<file path="src/rtl/riscv_uart_tx_if.sv">
// Bus between the io bridge and the UART transmitter: byte write strobe in, FIFO/line status out.
// master = io bridge side, slave = transmitter side.
interface riscv_uart_tx_if #(
    parameter int FIFO_DEPTH = 16
);
    localparam int LVL_W = $clog2(FIFO_DEPTH) + 1;

    logic             wr_en;
    logic [7:0]       wr_data;
    logic             full;
    logic             empty;
    logic             busy;
    logic [LVL_W-1:0] level;
    logic             overflow;
    logic             tx_done;
    logic             tx;

    modport master (
        output wr_en, wr_data,
        input  full, empty, busy, level, overflow, tx_done, tx
    );

    modport slave (
        input  wr_en, wr_data,
        output full, empty, busy, level, overflow, tx_done, tx
    );
endinterface

</file>
<file path="src/rtl/riscv_uart_tx.sv">
// Memory-mapped UART transmitter: byte FIFO feeding an 8N1, LSB-first serialiser with a registered tx pin.
// Define UART_TX_PARITY_EN to insert an even-parity bit between the data bits and the stop bit.
module riscv_uart_tx #(
    parameter int CLKS_PER_BIT = 200,
    parameter int FIFO_DEPTH   = 16
) (
    input  logic           clk,
    input  logic           rst_n,
    riscv_uart_tx_if.slave bus
);
    localparam int PTR_W  = $clog2(FIFO_DEPTH);
    localparam int LVL_W  = PTR_W + 1;
    localparam int BAUD_W = (CLKS_PER_BIT > 1) ? $clog2(CLKS_PER_BIT) : 1;
    localparam logic [BAUD_W-1:0] BAUD_LAST = BAUD_W'(CLKS_PER_BIT - 1);
    localparam logic [LVL_W-1:0]  LVL_FULL  = LVL_W'(FIFO_DEPTH);

    typedef enum logic [2:0] {
        IDLE,
        START,
        DATA,
`ifdef UART_TX_PARITY_EN
        PARITY,
`endif
        STOP
    } state_t;

    state_t            state_q, state_d;
    logic [BAUD_W-1:0] baud_q, baud_d;
    logic [2:0]        bit_q, bit_d;
    logic [7:0]        shift_q, shift_d;
    logic              tx_q, tx_d;
    logic              done_q, done_d;
    logic [PTR_W-1:0]  wr_ptr_q, wr_ptr_d;
    logic [PTR_W-1:0]  rd_ptr_q, rd_ptr_d;
    logic [LVL_W-1:0]  count_q, count_d;
    logic              overflow_q, overflow_d;
`ifdef UART_TX_PARITY_EN
    logic              parity_q, parity_d;
`endif

    logic [7:0] mem_q [FIFO_DEPTH];
    logic       full;
    logic       empty;
    logic       pop;
    logic       wr_accept;
    logic       bit_end;
    logic [7:0] head;

    assign full    = (count_q == LVL_FULL);
    assign empty   = (count_q == '0);
    assign head    = mem_q[rd_ptr_q];
    assign bit_end = (baud_q == BAUD_LAST);

    // Frame sequencer. tx_d is what the line shows for the current state, so the pin lags the
    // state register by one cycle; every bit still lasts exactly CLKS_PER_BIT cycles.
    always_comb begin
        state_d = state_q;
        baud_d  = baud_q;
        bit_d   = bit_q;
        shift_d = shift_q;
        tx_d    = 1'b1;
        done_d  = 1'b0;
        pop     = 1'b0;
`ifdef UART_TX_PARITY_EN
        parity_d = parity_q;
`endif
        case (state_q)
            IDLE: begin
                tx_d = 1'b1;
                if (!empty) begin
                    pop     = 1'b1;
                    shift_d = head;
`ifdef UART_TX_PARITY_EN
                    parity_d = ^head;
`endif
                    baud_d  = '0;
                    state_d = START;
                end
            end
            START: begin
                tx_d = 1'b0;
                if (bit_end) begin
                    baud_d  = '0;
                    bit_d   = 3'd0;
                    state_d = DATA;
                end else begin
                    baud_d = baud_q + BAUD_W'(1);
                end
            end
            DATA: begin
                tx_d = shift_q[0];
                if (bit_end) begin
                    baud_d  = '0;
                    shift_d = {1'b0, shift_q[7:1]};
                    if (bit_q == 3'd7) begin
`ifdef UART_TX_PARITY_EN
                        state_d = PARITY;
`else
                        state_d = STOP;
`endif
                    end else begin
                        bit_d = bit_q + 3'd1;
                    end
                end else begin
                    baud_d = baud_q + BAUD_W'(1);
                end
            end
`ifdef UART_TX_PARITY_EN
            PARITY: begin
                tx_d = parity_q;
                if (bit_end) begin
                    baud_d  = '0;
                    state_d = STOP;
                end else begin
                    baud_d = baud_q + BAUD_W'(1);
                end
            end
`endif
            STOP: begin
                tx_d = 1'b1;
                if (bit_end) begin
                    done_d = 1'b1;
                    baud_d = '0;
                    // Chain straight into the next start bit when another byte is waiting.
                    if (!empty) begin
                        pop     = 1'b1;
                        shift_d = head;
`ifdef UART_TX_PARITY_EN
                        parity_d = ^head;
`endif
                        state_d = START;
                    end else begin
                        state_d = IDLE;
                    end
                end else begin
                    baud_d = baud_q + BAUD_W'(1);
                end
            end
            default: begin
                state_d = IDLE;
                baud_d  = '0;
            end
        endcase
    end

    // FIFO bookkeeping. A write while full is dropped even if a pop frees a slot this cycle.
    always_comb begin
        wr_accept  = bus.wr_en && !full;
        overflow_d = overflow_q | (bus.wr_en & full);
        wr_ptr_d   = wr_accept ? wr_ptr_q + PTR_W'(1) : wr_ptr_q;
        rd_ptr_d   = pop ? rd_ptr_q + PTR_W'(1) : rd_ptr_q;
        case ({wr_accept, pop})
            2'b10:   count_d = count_q + LVL_W'(1);
            2'b01:   count_d = count_q - LVL_W'(1);
            default: count_d = count_q;
        endcase
    end

    always_ff @(posedge clk or negedge rst_n) begin
        if (!rst_n) begin
            state_q    <= IDLE;
            baud_q     <= '0;
            bit_q      <= 3'd0;
            tx_q       <= 1'b1;
            done_q     <= 1'b0;
            wr_ptr_q   <= '0;
            rd_ptr_q   <= '0;
            count_q    <= '0;
            overflow_q <= 1'b0;
        end else begin
            state_q    <= state_d;
            baud_q     <= baud_d;
            bit_q      <= bit_d;
            tx_q       <= tx_d;
            done_q     <= done_d;
            wr_ptr_q   <= wr_ptr_d;
            rd_ptr_q   <= rd_ptr_d;
            count_q    <= count_d;
            overflow_q <= overflow_d;
        end
    end

    // Payload storage carries no reset; it is only read after being written.
    always_ff @(posedge clk) begin
        if (wr_accept) begin
            mem_q[wr_ptr_q] <= bus.wr_data;
        end
        shift_q <= shift_d;
`ifdef UART_TX_PARITY_EN
        parity_q <= parity_d;
`endif
    end

    assign bus.tx       = tx_q;
    assign bus.tx_done  = done_q;
    assign bus.busy     = (state_q != IDLE);
    assign bus.full     = full;
    assign bus.empty    = empty;
    assign bus.level    = count_q;
    assign bus.overflow = overflow_q;
endmodule

</file>
<file path="src/flat_wrapper.sv">
// flat-port wrapper written by rule: the top's interface ports become plain ports
module riscv_uart_tx_flat 
#(
    parameter int CLKS_PER_BIT = 200,
    parameter int FIFO_DEPTH   = 16
)
  (clk, rst_n, bus_wr_en, bus_wr_data, bus_full, bus_empty, bus_busy, bus_level, bus_overflow, bus_tx_done, bus_tx);
  riscv_uart_tx_if #(.FIFO_DEPTH(FIFO_DEPTH)) bus_i ();
  input  logic clk;
  input  logic rst_n;
  input wire logic [$bits(bus_i.wr_en)-1:0] bus_wr_en;
  input wire logic [$bits(bus_i.wr_data)-1:0] bus_wr_data;
  output wire logic [$bits(bus_i.full)-1:0] bus_full;
  output wire logic [$bits(bus_i.empty)-1:0] bus_empty;
  output wire logic [$bits(bus_i.busy)-1:0] bus_busy;
  output wire logic [$bits(bus_i.level)-1:0] bus_level;
  output wire logic [$bits(bus_i.overflow)-1:0] bus_overflow;
  output wire logic [$bits(bus_i.tx_done)-1:0] bus_tx_done;
  output wire logic [$bits(bus_i.tx)-1:0] bus_tx;
  assign bus_i.wr_en = bus_wr_en;
  assign bus_i.wr_data = bus_wr_data;
  assign bus_full = bus_i.full;
  assign bus_empty = bus_i.empty;
  assign bus_busy = bus_i.busy;
  assign bus_level = bus_i.level;
  assign bus_overflow = bus_i.overflow;
  assign bus_tx_done = bus_i.tx_done;
  assign bus_tx = bus_i.tx;
  riscv_uart_tx #(.CLKS_PER_BIT(CLKS_PER_BIT), .FIFO_DEPTH(FIFO_DEPTH)) u_core (.clk(clk), .rst_n(rst_n), .bus(bus_i));
endmodule
</file>
<file path="config.mk">
export PLATFORM = sky130hd
export DESIGN_NAME = riscv_uart_tx_flat
export DESIGN_NICKNAME = d
export VERILOG_FILES = /design/src/rtl/riscv_uart_tx_if.sv /design/src/rtl/riscv_uart_tx.sv /design/src/flat_wrapper.sv
export SDC_FILE = /design/constraint.sdc
export NUM_CORES = 1
export LEC_CHECK = 0
export BUFFER_PORTS_ARGS = -buffer_cell sky130_fd_sc_hd__buf_2
export CAP_MARGIN = 20
export CORE_ASPECT_RATIO = 1.75
export CORE_MARGIN = 2
export CORE_UTILIZATION = 45
export CTS_BUF_LIST = sky130_fd_sc_hd__clkbuf_8
export CTS_CLUSTER_SIZE = 16
export DETAILED_ROUTE_END_ITERATION = 6
export GPL_ROUTABILITY_DRIVEN = 0
export PLACE_DENSITY = 0.7
export SLEW_MARGIN = 20
export SYNTH_ARGS = -nofsm -noshare
export SYNTH_HDL_FRONTEND = slang
export SYNTH_SLANG_ARGS = --single-unit
</file>
<file path="constraint.sdc">
create_clock -name clk -period 6.7 [get_ports clk]
set_clock_uncertainty 0.1 [all_clocks]
set_input_delay 1.34 -clock clk [delete_from_list [all_inputs] [get_ports clk]]
set_output_delay 1.34 -clock clk [all_outputs]
set_load 0.05 [all_outputs]
</file>
==> impl_metrics.toml, run 1 <==
[run_status]
outcome = "finished clean"

[critical_path]
critPathSlowestCell = "nor4_1"
worst-endpoint-arrival_ns = 2.05
worstReg2RegEnd = "u_core.bus.level[4]$_DFFE_PN0P_"
cp.buffers_inverters = 2
r2r_slack_ns = 3.65
r2r_start = "u_core.baud_q[5]$_DFFE_PN0N_"
slowest_delay_ns = 0.50
r2r_cells = 10
critical_path.startpoint = "u_core.bus.level[2]$_DFFE_PN0P_"
cp_cell_sequence = "nor4_1 -> nand2b_1 -> inv_2 -> buf_2"
cp-end-kind = "primary output"
path_class = "register to primary output"
critPathTopFamily = "simple AND/OR/NAND/NOR gates"
cp_data_required_time_ns = 5.26
crit_fanout = 9
critPathLaunchType = "register"

[floorplan]
rows = 60
die-area_mm2 = 0.01675
ios = 22
die_h_um = 169.7
initial_core_util = 0.4589
core_area_mm2 = 0.01539
fp.dieW_um = 98.70

[placed_design]
dp_cells = 648
portBuffers = 21
dp_hpwl_mm = 9.890

[route]
drt_first_pass_iters = 5
drt_iter0_drc = 247
vias = 3922
viasPerCell = 5.768
post_drt_wl_per_cell_um = 20.83
totalWireLength_mm = 14.16
drc_errors = 0
drtAntennaViolNets = 0

[finish]
nNetsFinal = 508
final_util = 0.5005
final_cells = 680
drive_gt1_frac = 0.1721
syn_to_final_growth_pct = 9.072
antenna_cells = 0

[clock_tree]
clock_path_buffers = 2
cts_hold_buffers = 0
clock_latency_ns = 0.45
cts_buffers = 17
clockRootBuffer = "clkbuf_8"
htreeDepth = 4
cts_tree = "done"
path_clk_slew_ns = 0.09
cts_resized = 0
cts_setup_buffers = 0
cts.sinks = 165

[worst_hold_path]
whs_endpoint = "u_core.bus.overflow$_DFF_PN0_"
min-delay-start = "u_core.bus.overflow$_DFF_PN0_"
min_delay_path_depth = 1
hold_path_class = "register to register"

[pwr]
ir_drop_v = 0.0001747
cellPowerDensity_mw_per_mm2 = 422.9
power.total_uw = 3257
p_leak_uw = 0.002827

[yosys]
syn_avg_cell_area_um2 = 15.22
synthesis.area_mm2 = 0.007062
synth_top_area_frac = 0.5783
ys.flop_type = "edfxtp_1"
synth_area_leaders = "edfxtp_1 58%, dfrtp_1 9.9%, mux2i_1 7.2%"
yosysMostFrequentCell = "edfxtp_1"
synthCells = 464
yosysTopAreaCell = "edfxtp_1"
async_flop_share = 0.1758
yosysSeqAreaShare = 0.6813
synth_edf_count = 136
ys_seq_elements = 165
synth_common_cells = "136 x edfxtp_1, 51 x mux2i_1, 28 x dfrtp_1"
synthesis.nets = 491
yosysWarnings = 0
ys_types = 56

[global_route]
grt_max_degree = 64
antenna_found_initial = 0
grt.total_usage = 0.1778
first_global_vias = 4054
grt_overflow_total = 0
grt_pass1_wl_mm = 22.26

[timing]
fmax_mhz = 286.2
worst_pin_slew_ns = 1.050
period_minus_slack_ns = 3.494
rsz0062_at_grt = "false"
setup_viol = 0
slew_headroom = 0.2949
fin_crit_sh = 0.5214
hold_viol_final = 0
finalMaxSlewViolations = 0
final.setup.tns_ns = 0

[flow_run]
cap_violations = 0
-- logic make-up (layout without fill, tap and decap cells) --
group,Yosys count,after routing,synth area share
AND/OR/NAND/NOR,96,96,0.07920
adder cells (fa/ha/maj),16,16,0.02835
flip-flops,165,165,0.6813
XOR/XNOR,13,13,0.01612
AO/OA/AOI/OAI,76,76,0.07052
buffers and inverters,33,63,0.02144
multiplexers,65,65,0.1031
-- how the worst max path moves through the flow --
stage,to,slack (ns),cells after the start
CTS,bus_empty,3.14,4
detailed placement,u_core.bus.level[4]$_DFFE_PN0P_,2.89,10
global placement,u_core.bus.level[4]$_DFFE_PN0P_,2.97,10
finish,bus_empty,3.21,4
global route,bus_empty,2.98,4
floorplan,u_core.bus.level[4]$_DFFE_PN0P_,3.24,10
-- state kept, by name (all words and copies together), names as in the netlist --
signal and flops:
u_core.mem_q 128, u_core.shift_q 8, u_core.bit_q 3, u_core.bus.tx 1, u_core.state_q 2, u_core.baud_q 8, u_core.wr_ptr_q 4, u_core.bus.overflow 1
u_core.bus.level 5, u_core.bus.tx_done 1, u_core.rd_ptr_q 4
-- routing by layer --
layer  share of wire  wire length, µm  track usage  up-vias
met5               0                0            0        -
met4           0.042              591      0.09291        0
met3           0.037              529      0.03254       32
met2            0.55             7842       0.3289      101
met1            0.37             5198       0.1894     1961
li1                -                -            -     1828
-- cell usage in the layout, fill, tap and decap left out, types with 4 or more instances in the layout --
master    instances
nand2_1          17
nand3_1           4
inv_8             4
xnor2_1           6
o22ai_1          27
mux2i_1          51
ha_1             16
mux4_2            5
o21ai_0          18
edfxtp_1        136
nor2_1           21
nor2b_1           5
nor3b_1           4
and3_1            5
a22o_1            4
a211oi_1          4
mux2_2            7
buf_2            21
dfrtp_1          27
inv_1             8
clkbuf_8         17
nand2b_1          5
nor4_1            8
xor2_1            7
nor3_1            4
a21oi_1           8
-- per-stage QoR --
step | hold WS (ns) | setup slack, ns | instance area (µm²)
final | 0.3590 | 3.206 | 7702
after global routing | 0.3913 | 2.976 | 7702
after CTS | 0.3606 | 3.145 | 7692
after detailed placement | 0.3395 | 2.892 | 7291
after global placement | 0.3390 | 2.971 | 7291
after floorplan | 0.3498 | 3.235 | 7062
-- where the power goes --
part | switching (µW) | leakage (µW) | internal (µW)
Sequential | 155 | 0.00160 | 1310
Clock | 394 | 0.000202 | 312
Combinational | 658 | 0.00103 | 425
-- area by class of cell --
type / instances / area [µm²]
clock inverter: 15 / 167.7
inverter: 9 / 33.78
multi-input combinational: 266 / 2110
fill: 1279 / 7687
sequential: 165 / 4812
tap: 186 / 232.7
clock buffer: 17 / 234.0
timing repair buffer: 22 / 112.6
Power figures use the tool's default switching activity.
==> run 2, diff against run 1 <==
Settings changed: PLACE_DENSITY 0.7 to 0.72.
Clock period 6.7 ns to 3.1 ns, I/O delays scaled along.
==> impl_metrics.toml, run 2 (synthesized netlist as in run 1, its figures left out) <==
[global_route]
grt_max_degree = 30
grt.total_usage = 0.1724
grt_pass1_wl_mm = 21.76
antenna_found_initial = 0
grt.met3_usage = 0.03377
grt_overflow_total = 0
use_met2 = 0.3351
grt_busiest_layer = "met2"
first_global_vias = 4125
gr-usage-met1 = 0.1782

[finish]
regArea_mm2 = 0.004815
syn_to_final_growth_pct = 11.16
final_common_cell = "edfxtp_1"
largest-register = "u_core.mem_q"
fillers = 1244
drive_gt1_frac = 0.2004
nNetsFinal = 523
top_regs = "u_core.mem_q (128), u_core.baud_q (8), u_core.shift_q (8)"
multi_input_area_mm2 = 0.002106
largest_reg_flops = 128
most-common-layout-cells = "136 x edfxtp_1, 51 x mux2i_1, 27 x o22ai_1"
antenna_cells = 0

[run_status]
outcome = "finished clean"

[critical_path]
path_class = "register to register"
cp.buffers_inverters = 0
r2r_cells = 11
worstReg2RegEnd = "u_core.bus.level[4]$_DFFE_PN0P_"
critPathMostFrequentCell = "ha_1"
r2r_start = "u_core.baud_q[0]$_DFFE_PN0N_"
worst-endpoint-arrival_ns = 3.12
critPathTopFamily = "compound AO/OA/AOI/OAI gates"
critPathSlowestCell = "dfrtp_1"
cp-end-kind = "register"
critPathLaunchType = "register"
slowest_delay_ns = 0.41
crit_fanout = 5
cp_data_required_time_ns = 3.34
r2r_slack_ns = 0.22
cp_cell_sequence = "ha_1 -> and3_1 -> a31oi_1 -> nor3_2 -> ha_1 -> xor2_1 -> ha_1 -> o211a_1 -> o31ai_1 -> a31oi_1 -> xor2_1"

[floorplan]
initial_core_util = 0.4589
rows = 60
die-area_mm2 = 0.01675
fp.dieW_um = 98.70
ios = 22
die_h_um = 169.7
core_area_mm2 = 0.01539

[route]
drc_errors = 0
totalWireLength_mm = 13.91
vias = 3971
viasPerCell = 5.714
post_drt_wl_per_cell_um = 20.02
drtAntennaViolNets = 0
drt_first_pass_iters = 7
drt_iter0_drc = 170

[pwr]
power.total_uw = 7097
cellPowerDensity_mw_per_mm2 = 904.1
p_leak_uw = 0.002912
ir_drop_v = 0.0003318

[timing]
rsz0062_at_grt = "false"
fin_crit_sh = 0.9300
hold_viol_final = 0
final.setup.tns_ns = 0
setup_viol = 0
worst_pin_slew_ns = 0.9361
slew_headroom = 0.3712
fmax_mhz = 346.9
finalMaxSlewViolations = 0
period_minus_slack_ns = 2.883

[clock_tree]
path_clk_slew_ns = 0.10
clock_path_buffers = 2
cts_buffers = 17
htreeDepth = 4
cts_hold_buffers = 0
clockRootBuffer = "clkbuf_8"
clock_latency_ns = 0.46
cts_tree = "done"
cts.sinks = 165

[flow_run]
cap_violations = 0

[placed_design]
portBuffers = 21
dp_hpwl_mm = 9.872

[worst_hold_path]
hold_path_class = "primary input to asynchronous set/reset pin"
run 2: cell count changes in the layout (fill, tap and decap cells not counted), sizes merged:
cell	previous run	this run
buf	22	37
bufinv	1	0
clkinv	6	7
clkinvlp	1	0
inv	16	17
run 2: through the flow:
stage | utilization | hold WS [ns] | worst slack, ns | area [µm²] | cells
finish | 0.5101 | 0.1025 | 0.2170 | 7850 | 695
floorplan | - | 0.2244 | 0.03942 | 7067 | 464
global route | 0.5101 | 0.1300 | 0.05335 | 7850 | 695
CTS | 0.5087 | 0.1075 | 0.1262 | 7829 | 693
global placement | 0.4812 | 0.3380 | 0.2204 | 7406 | 661
detailed placement | 0.4812 | 0.3433 | 0.1559 | 7406 | 661
run 2: worst max-delay path by stage:
stage / start / endpoint / slack, ns / depth (start not counted)
global placement: u_core.bus.level[2]$_DFFE_PN0P_ / u_core.bus.level[4]$_DFFE_PN0P_ / 0.22 / 11
detailed placement: u_core.bus.level[2]$_DFFE_PN0P_ / u_core.bus.level[4]$_DFFE_PN0P_ / 0.16 / 11
global route: u_core.baud_q[0]$_DFFE_PN0N_ / u_core.bus.level[4]$_DFFE_PN0P_ / 0.05 / 11
CTS: u_core.bus.level[2]$_DFFE_PN0P_ / u_core.bus.level[4]$_DFFE_PN0P_ / 0.13 / 11
floorplan: u_core.bus.level[2]$_DFFE_PN0P_ / u_core.bus.level[4]$_DFFE_PN0P_ / 0.04 / 13
finish: u_core.baud_q[0]$_DFFE_PN0N_ / u_core.bus.level[4]$_DFFE_PN0P_ / 0.22 / 11
run 2: power by group:
| part | total [µW] | leakage, µW | switching [µW] | internal (µW) |
|---|---|---|---|---|
| clock | 1550 | 0.000210 | 925 | 625 |
| combinational | 2320 | 0.00111 | 1340 | 974 |
| sequential | 3230 | 0.00159 | 390 | 2840 |
run 2: final cells by class:
| cell class | instances | share of cell area |
|---|---|---|
| Clock buffer | 17 | 0.02981 |
| Clock inverter | 15 | 0.02407 |
| Inverter | 9 | 0.004622 |
| Multi-Input combinational cell | 266 | 0.2682 |
| Sequential cell | 165 | 0.6133 |
| Tap cell | 186 | 0.02965 |
| Timing Repair Buffer | 37 | 0.03028 |
run 2: worst reg2reg max path, cell delays in order (launching register included):
cell     delay [ns]
dfrtp_1        0.41
ha_1           0.25
and3_1         0.22
a31oi_1        0.35
nor3_2         0.11
ha_1           0.26
xor2_1         0.19
ha_1           0.22
o211a_1        0.22
o31ai_1        0.19
a31oi_1        0.08
xor2_1         0.16
run 2: timing repair:
| action | in CTS | in global routing |
|---|---|---|
| setup endpoints to repair | 0 | 3 |
| resized for setup | 0 | 1 |
| buffers inserted | 0 | 2 |
run 2: layer usage:
metal  part of all wire  vias to the layer above
li1                   -                     1859
met1               0.37                     1995
met2               0.58                       96
met3              0.027                       21
met4              0.023                        0
met5                  0                        -
==> run 3, diff against run 2 <==
--- a/constraint.sdc
+++ b/constraint.sdc
@@ -4,2 +4,2 @@
 set_output_delay 0.62 -clock clk [all_outputs]
-set_load 0.05 [all_outputs]
+set_load 0.1 [all_outputs]
==> impl_metrics.toml, run 3 (synthesized netlist as in run 1, its figures left out) <==
[run_status]
outcome = "finished clean"

[timing]
hold_viol_final = 0
final.setup.tns_ns = 0
fin_crit_sh = 0.9469
slew_headroom = 0.3974
finalMaxSlewViolations = 0
rsz0062_at_grt = "false"
worst_pin_slew_ns = 0.9040
period_minus_slack_ns = 2.935
fmax_mhz = 340.7
setup_viol = 0

[finish]
largest_reg_flops = 128
most-common-layout-cells = "136 x edfxtp_1, 51 x mux2i_1, 27 x o22ai_1"
final_cells = 699
antenna_cells = 0
syn_to_final_growth_pct = 12.44
nNetsFinal = 527
drive_gt1_frac = 0.2144
final_common_cell = "edfxtp_1"
top_regs = "u_core.mem_q (128), u_core.baud_q (8), u_core.shift_q (8)"
largest-register = "u_core.mem_q"
design_area_mm2 = 0.007940

[flow_run]
cap_violations = 0

[floorplan]
rows = 60
fp.dieW_um = 98.70
ios = 22
core_area_mm2 = 0.01539
initial_core_util = 0.4589
die-area_mm2 = 0.01675
die_h_um = 169.7

[global_route]
first_global_vias = 4031
grt.total_usage = 0.1727
grt_max_degree = 33
antenna_found_initial = 0
grt_overflow_total = 0
grt_pass1_wl_mm = 21.75

[route]
drc_errors = 0
drtAntennaViolNets = 0
viasPerCell = 5.668
drt_first_pass_iters = 4
totalWireLength_mm = 13.92
vias = 3962
drt_iter0_drc = 195
post_drt_wl_per_cell_um = 19.91

[placed_design]
portBuffers = 21
dp_cells = 667
dp_hpwl_mm = 9.805
place_area_mm2 = 0.007495

[clock_tree]
clockRootBuffer = "clkbuf_8"
cts_setup_buffers = 0
clock_latency_ns = 0.44
clock_path_buffers = 2
cts_buffers = 17
cts_resized = 0
cts_tree = "done"
cts.sinks = 165
htreeDepth = 4
path_clk_slew_ns = 0.10
cts_hold_buffers = 0

[pwr]
p_seq_frac = 0.439
swShare = 0.3821
cellPowerDensity_mw_per_mm2 = 940.6
clkPwrFrac = 0.222
intPower_uw = 4615
power.total_uw = 7468
p_leak_uw = 0.002951
ir_drop_v = 0.0003840
p_switching_uw = 2853
p_comb_frac = 0.338

[critical_path]
critPathTopFamily = "compound AO/OA/AOI/OAI gates"
critPathLaunchType = "register"
critPathSlowestCell = "a31oi_1"
cp-end-kind = "register"
cp_data_required_time_ns = 3.33
path_class = "register to register"
slowest_delay_ns = 0.41
path_depth = 11
cp.buffers_inverters = 0
crit_fanout = 8
r2r_cells = 11
cp_cell_sequence = "ha_1 -> and3_1 -> a31oi_1 -> nor3_4 -> ha_2 -> xor2_1 -> ha_1 -> o211a_1 -> o31ai_1 -> a31oi_1 -> xor2_1"
worst-endpoint-arrival_ns = 3.16

[worst_hold_path]
hold_path_class = "primary input to asynchronous set/reset pin"
run 3: cell count changes in the layout (fill, tap and decap cells not counted), sizes merged:
cell | previous run | this run
bufinv | 0 | 3
inv | 17 | 16
clkinv | 7 | 3
buf | 37 | 41
clkinvlp | 0 | 2
run 3: layout make-up:
class | instances | area, µm²
fill | 1259 | 7450
multi-input combinational | 266 | 2123
clock buffer | 17 | 234.0
sequential | 165 | 4823
tap | 186 | 232.7
timing repair buffer | 41 | 267.8
clock inverter | 15 | 211.5
inverter | 9 | 47.55
run 3: final timing paths:
path                                               start                              end  slack [ns]
setup / recovery            u_core.baud_q[0]$_DFFE_PN0N_  u_core.bus.level[4]$_DFFE_PN0P_        0.16
hold / removal                                     rst_n  u_core.bus.level[0]$_DFFE_PN0P_        0.10
setup reg to reg            u_core.baud_q[0]$_DFFE_PN0N_  u_core.bus.level[4]$_DFFE_PN0P_        0.16
hold reg to reg            u_core.bus.overflow$_DFF_PN0_    u_core.bus.overflow$_DFF_PN0_        0.37
max in group asynchronous                          rst_n  u_core.bus.level[1]$_DFFE_PN0P_        2.29
min in group clk                               bus_wr_en    u_core.bus.overflow$_DFF_PN0_        0.30
run 3: power by group through the flow:
stage / clock, µW / sequential (µW) / combinational, µW
floorplan: 0 / 3370 / 1860
global placement: 0 / 3290 / 2470
detailed placement: 0 / 3330 / 2530
CTS: 1690 / 3280 / 2550
global route: 1770 / 3340 / 2720
finish: 1660 / 3280 / 2530
run 3: per-stage QoR:
stage,setup slack (ns),utilization,hold WS (ns)
2_1_floorplan,0.02246,-,0.2244
3_3_place_gp,0.2795,0.4870,0.3358
3_5_place_dp,0.2038,0.4870,0.3470
4_1_cts,0.1860,0.5159,0.1121
5_1_grt,0.07139,0.5159,0.1363
6_report,0.1647,0.5159,0.1015
run 3: metal layers:
metal,share of wire,up-vias,GRT usage
met2,0.58,84,0.3316
li1,-,1871,-
met1,0.37,1986,0.1780
met4,0.024,0,0.08457
met3,0.023,21,0.02759
met5,0,-,0
run 3: worst register-to-register path: stages, from the launching register on:
cell and delay, ns:
dfrtp_1 0.40, ha_1 0.25, and3_1 0.24, a31oi_1 0.42, nor3_4 0.10, ha_2 0.25, xor2_1 0.18, ha_1 0.22
o211a_1 0.22, o31ai_1 0.21, a31oi_1 0.10, xor2_1 0.16
